==> config.mk <==
export PLATFORM = sky130hd
export DESIGN_NAME = cp_insert
export DESIGN_NICKNAME = d
export VERILOG_FILES = /design/src/rtl/cp_insert.sv
export SDC_FILE = /design/constraint.sdc
export NUM_CORES = 2
export LEC_CHECK = 0
export BUFFER_PORTS_ARGS = -buffer_cell sky130_fd_sc_hd__buf_2
export CAP_MARGIN = 10
export CORE_UTILIZATION = 30
export DETAILED_ROUTE_END_ITERATION = 6
export PLACE_DENSITY = 0.43
export SETUP_SLACK_MARGIN = 0.15
export SYNTH_ARGS = -nofsm -noshare
export SYNTH_HDL_FRONTEND = slang
export SYNTH_SLANG_ARGS = --single-unit
==> constraint.sdc <==
create_clock -name sys_clk -period 4.7 [get_ports sys_clk]
set_input_delay 0.705 -clock sys_clk [delete_from_list [all_inputs] [get_ports sys_clk]]
set_output_delay 0.705 -clock sys_clk [all_outputs]
set_load 0.02 [all_outputs]
==> src/rtl/cp_insert.sv <==
// cp_insert: ping-pong buffered cyclic-prefix insertion for IFFT output symbols
module cp_insert #(
  parameter int N_FFT = 64,
  parameter int N_CP  = 16,
  parameter int DW    = 8
) (
  input  logic                               sys_clk,
  input  logic                               rst_n,
  input  logic [$clog2(N_FFT)-1:0]           din_index,
  input  logic signed [DW-1:0]               din_re,
  input  logic signed [DW-1:0]               din_im,
  input  logic                               din_vld,
  output logic signed [DW-1:0]               dout_re,
  output logic signed [DW-1:0]               dout_im,
  output logic                               dout_vld,
  output logic                               dout_cp,
  output logic                               dout_sym_start,
  output logic [$clog2(N_FFT+N_CP)-1:0]      dout_cnt,
  output logic                               ovf_flag
);
  localparam int AW = $clog2(N_FFT);
  localparam int CW = $clog2(N_FFT + N_CP);
  localparam logic [AW-1:0] LAST     = AW'(N_FFT - 1);
  localparam logic [AW-1:0] CP_START = AW'(N_FFT - N_CP);

  typedef enum logic [1:0] {IDLE, CP, BODY} state_t;

  state_t                state_q, state_d;
  logic [AW-1:0]         rd_addr_q, rd_addr_d;
  logic                  rd_bank_q, rd_bank_d, wr_bank_q, wr_bank_d;
  logic                  drop_q, drop_d, ovf_q, ovf_d;
  logic [1:0]            full_q, full_d, full_avail, clr, set;
  logic                  sym0, cur_drop, wr_en;
  logic [2*DW-1:0]       mem [2][N_FFT];
  logic [2*DW-1:0]       rd_data;
  logic signed [DW-1:0]  re_q, re_d, im_q, im_d;
  logic                  vld_q, vld_d, cp_q, cp_d, ss_q, ss_d;
  logic [CW-1:0]         cnt_q, cnt_d;

  // A bank released this edge is already free for a symbol starting this edge
  always_comb begin
    full_avail = full_q & ~clr;
    sym0       = din_vld && din_index == '0;
    cur_drop   = sym0 ? full_avail[wr_bank_q] : drop_q;
    wr_en      = din_vld && !cur_drop;
    set        = (wr_en && din_index == LAST) ? 2'b01 << wr_bank_q : 2'b00;
    drop_d     = cur_drop;
    ovf_d      = ovf_q | (sym0 && full_avail[wr_bank_q]);
    wr_bank_d  = wr_bank_q ^ (|set);
    full_d     = full_avail | set;
  end

  always_comb begin
    state_d   = state_q;
    rd_addr_d = rd_addr_q;
    rd_bank_d = rd_bank_q;
    clr       = 2'b00;
    case (state_q)
      IDLE: begin
        rd_addr_d = CP_START;
        if (full_q[rd_bank_q]) state_d = CP;
      end
      CP: begin
        rd_addr_d = rd_addr_q + 1'b1;
        if (rd_addr_q == LAST) begin
          state_d   = BODY;
          rd_addr_d = '0;
        end
      end
      BODY: begin
        rd_addr_d = rd_addr_q + 1'b1;
        if (rd_addr_q == LAST) begin
          clr[rd_bank_q] = 1'b1;
          rd_bank_d      = ~rd_bank_q;
          state_d        = full_q[~rd_bank_q] ? CP : IDLE;
          rd_addr_d      = CP_START;
        end
      end
      default: state_d = IDLE;
    endcase
  end

  always_comb begin
    rd_data = mem[rd_bank_q][rd_addr_q];
    vld_d   = state_q != IDLE;
    re_d    = vld_d ? rd_data[DW-1:0] : re_q;
    im_d    = vld_d ? rd_data[2*DW-1:DW] : im_q;
    cp_d    = state_q == CP;
    ss_d    = cp_d && rd_addr_q == CP_START;
    cnt_d   = cp_d ? CW'(rd_addr_q - CP_START) :
              state_q == BODY ? CW'(rd_addr_q) + CW'(N_CP) : '0;
  end

  always_ff @(posedge sys_clk)
    if (wr_en) mem[wr_bank_q][din_index] <= {din_im, din_re};

  always_ff @(posedge sys_clk) begin
    if (!rst_n) begin
      state_q   <= IDLE;
      rd_addr_q <= '0;
      rd_bank_q <= 1'b0;
      wr_bank_q <= 1'b0;
      drop_q    <= 1'b0;
      ovf_q     <= 1'b0;
      full_q    <= 2'b00;
      re_q      <= '0;
      im_q      <= '0;
      vld_q     <= 1'b0;
      cp_q      <= 1'b0;
      ss_q      <= 1'b0;
      cnt_q     <= '0;
    end else begin
      state_q   <= state_d;
      rd_addr_q <= rd_addr_d;
      rd_bank_q <= rd_bank_d;
      wr_bank_q <= wr_bank_d;
      drop_q    <= drop_d;
      ovf_q     <= ovf_d;
      full_q    <= full_d;
      re_q      <= re_d;
      im_q      <= im_d;
      vld_q     <= vld_d;
      cp_q      <= cp_d;
      ss_q      <= ss_d;
      cnt_q     <= cnt_d;
    end
  end

  assign dout_re        = re_q;
  assign dout_im        = im_q;
  assign dout_vld       = vld_q;
  assign dout_cp        = cp_q;
  assign dout_sym_start = ss_q;
  assign dout_cnt       = cnt_q;
  assign ovf_flag       = ovf_q;
endmodule

==> flow_summary.yaml <==
sta:
  max_freq_mhz: 260
  period_share_pct: 81.7
  setup_ws_ns: 0.860
  skew_ns: 0.0395
  rsz0062_at_grt: "false"
  relSlewSlack_pct: 18.5
  hold-worst-slack_ns: 0.356
  finalSetupViolCount: 0
  fin_setup_tns_ns: 0
  finalCriticalPeriod_ns: 3.84
  tightest_slew_ns: 1.22
  slew_violations: 0
  report.final.hold_viol_count: 0
worst_setup_path:
  crit_start: "rd_addr_q[5]"
  cp_max_fo: 16
  endpoint_kind: "flop"
  critPathLaunchType: "flop"
  crit_type: "reg2reg"
  timing.rr.start: "rd_addr_q[5]"
  cp_data_required_time_ns: 5.25
  arrival_ns: 4.39
grt:
  grtUsageTotal_pct: 18.4
  grt_pass1_vias: 39883
  grt_overflow: 0
  grt_max_degree: 129
  antenna_found_initial: 21
  grt_pass1_wl_mm: 344
place:
  hpwl_mm: 154
  globalplace.congestion: 0.843
  placed_cells: 7324
  pre_cts_slack_ns: 0.869
  numPortBuffers: 51
die:
  die-area_um2: 270000
  die-height_um: 519
  core_um2: 266000
  start_util_pct: 30.2
  row_count: 189
  fp.dieW_um: 519
  io_pins: 52
power:
  p_int_mw: 30.6
  power_switching_mw: 8.85
  seqPwrFrac_pct: 52.3
  clkPwrFrac_pct: 43.5
  p_per_area_nw_per_um2: 420
  p_leak_nw: 28.0
  switching_share_pct: 22.4
  vdd_drop_max_v: 0.000399
  pwr-share-comb_pct: 4.1
drt:
  via_per_inst: 5.09
  drtIter0Drc: 4107
  first_pass_iters: 5
  vias: 39477
  drcViolationCount: 0
  ant_nets: 0
  routed_wl_mm: 250
  avgRoutedWirePerCell_um: 32.2
yosys:
  synthTopCellsByArea: "edfxtp_1 77%, mux4_2 14%, mux2i_1 1.8%"
  ys_seq_elements: 2089
  yosysUniqueCellTypes: 63
  yosysTopAreaCell: "edfxtp_1"
  syn_area_um2: 80300
  synth_top_area_share_pct: 76.6
  syn_nets: 3715
  async_flop_share_pct: 0
  netlist_instances: 3681
  synth_edf_count: 2048
  ys_warn_count: 0
  synth_flop_cell: "edfxtp_1"
  avgSynthCellArea_um2: 21.8
  seq_area_frac_synth_pct: 77.6
cts:
  cts_resized: 0
  root_buffer: "clkbuf_16"
  clk_pin_slew_ns: 0.06
  cts_setup_buffers: 0
  cts_hold_buf: 0
  cts_tree: "built"
  cts_num_sinks: 2089
  cts_max_path_buffers: 3
  numCtsBuffers: 219
  clk_latency_ns: 0.87
  htree_levels: 4
finish:
  multi_input_area_um2: 17200
  post-route-util_pct: 35.3
  fill_cells: 24717
  fin_nets: 4046
  seqCellArea_um2: 62300
  synthToLayoutAreaGrowth_pct: 16.8
  layout-drive-gt1-share_pct: 30.2
  final_cells: 7750
flow_run:
  cap_violations: 0
hold_path:
  worst_hold_path_type: "in2reg"
  min_from: "din_im[1]"
outcome:
  status: "completed"
[power by group through the flow]
stage / Clock, mW / Combinational, mW / Sequential (mW)
after global placement: 0 / 1.62 / 21.0
final: 17.2 / 1.63 / 20.6
after detailed placement: 0 / 1.64 / 21.0
after CTS: 17.6 / 1.64 / 20.6
after global routing: 18.3 / 1.68 / 20.6
after floorplan: 0 / 0.489 / 21.0
[metrics by stage]
step                area (µm²)  total power, mW
floorplan                80300             21.5
global placement         86700             22.7
detailed placement       86700             22.7
CTS                      93800             39.9
global route             93800             40.6
finish                   93800             39.4
[registers in the layout, summed over array words and instances, names as in the netlist, named ones only]
signal	flops
dout_cnt	7
dout_cp	1
dout_im	8
dout_re	8
dout_sym_start	1
dout_vld	1
drop_q	1
full_q	2
mem	2048
ovf_flag	1
rd_addr_q	6
rd_bank_q	1
state_q	2
wr_bank_q	1
[final timing paths]
kind / endpoint / slack, ns / cells after the start
max: mem[1][466] / 0.86 / 11
min: mem[1][953] / 0.36 / 1
max reg2reg: mem[1][466] / 0.86 / 11
min reg2reg: dout_im[5] / 0.51 / 2
[layout make-up]
| cell class | instances | area share [%] |
|---|---|---|
| inverters | 15 | 0.0680 |
| clock inverters | 149 | 1.46 |
| flip-flops and latches | 2089 | 66.5 |
| diodes | 12 | 0.0320 |
| well taps | 3533 | 4.71 |
| multi-input cells | 1371 | 18.3 |
| repair buffers | 316 | 2.85 |
| clock buffers | 265 | 6.10 |
[kinds of logic (layout without fill, tap and decap cells)]
family / after synthesis / in the layout / synth area share [%]
XOR/XNOR: 4 / 4 / 0.0436
flip-flops: 2089 / 2089 / 77.6
other: 0 / 12 / 0
buffers and inverters: 221 / 745 / 1.50
multiplexers: 639 / 639 / 15.6
adder cells (fa/ha/maj): 9 / 9 / 0.140
AND/OR/NAND/NOR: 391 / 391 / 2.16
AO/OA/AOI/OAI: 328 / 328 / 2.91
[worst max-delay path: stages (launching register included)]
cell and delay [ns]:
dfxtp_1 0.31, buf_4 0.24, ha_1 0.27, inv_1 0.09, nor3_1 0.42, a311oi_1 0.28
a2111oi_2 0.52, buf_4 0.22, nand2_1 0.37, buf_4 0.36, nor2_2 0.12, buf_4 0.30
[cells in the final DEF, fill, tap and decap left out, types with 27 or more instances in the layout]
| master | n |
|---|---|
| clkbuf_1 | 41 |
| o21ai_0 | 27 |
| nor2_2 | 119 |
| mux2i_1 | 144 |
| o22ai_1 | 37 |
| edfxtp_1 | 2048 |
| buf_4 | 250 |
| dfxtp_1 | 35 |
| a22oi_1 | 46 |
| buf_2 | 35 |
| a21oi_1 | 61 |
| clkbuf_16 | 221 |
| clkinv_1 | 60 |
| nand2_1 | 84 |
| o221ai_1 | 64 |
| mux4_2 | 493 |
| clkinv_2 | 43 |
| nor2_1 | 44 |
| buf_12 | 31 |
| nor3_1 | 37 |
[Yosys cell counts (all sizes together), types with 15 or more instances]
cell       n
nor2b     18
nand2     88
nor2     165
mux2i    144
o221ai    64
o21ai     30
inv       15
clkbuf    93
edfxtp  2048
nor3      40
a22oi     46
nand3     29
buf      113
dfxtp     41
a21oi     61
o22ai     37
mux4     493
[per-layer routing]
metal / global-route usage, % / vias up / part of all wire [%]
li1: - / 16305 / -
met1: 26.2 / 21792 / 45
met2: 29.3 / 1084 / 47
met3: 2.95 / 294 / 5.2
met4: 4.69 / 2 / 2.4
met5: 0 / - / 0.0052
No activity file was read; power rests on OpenSTA's default activity.
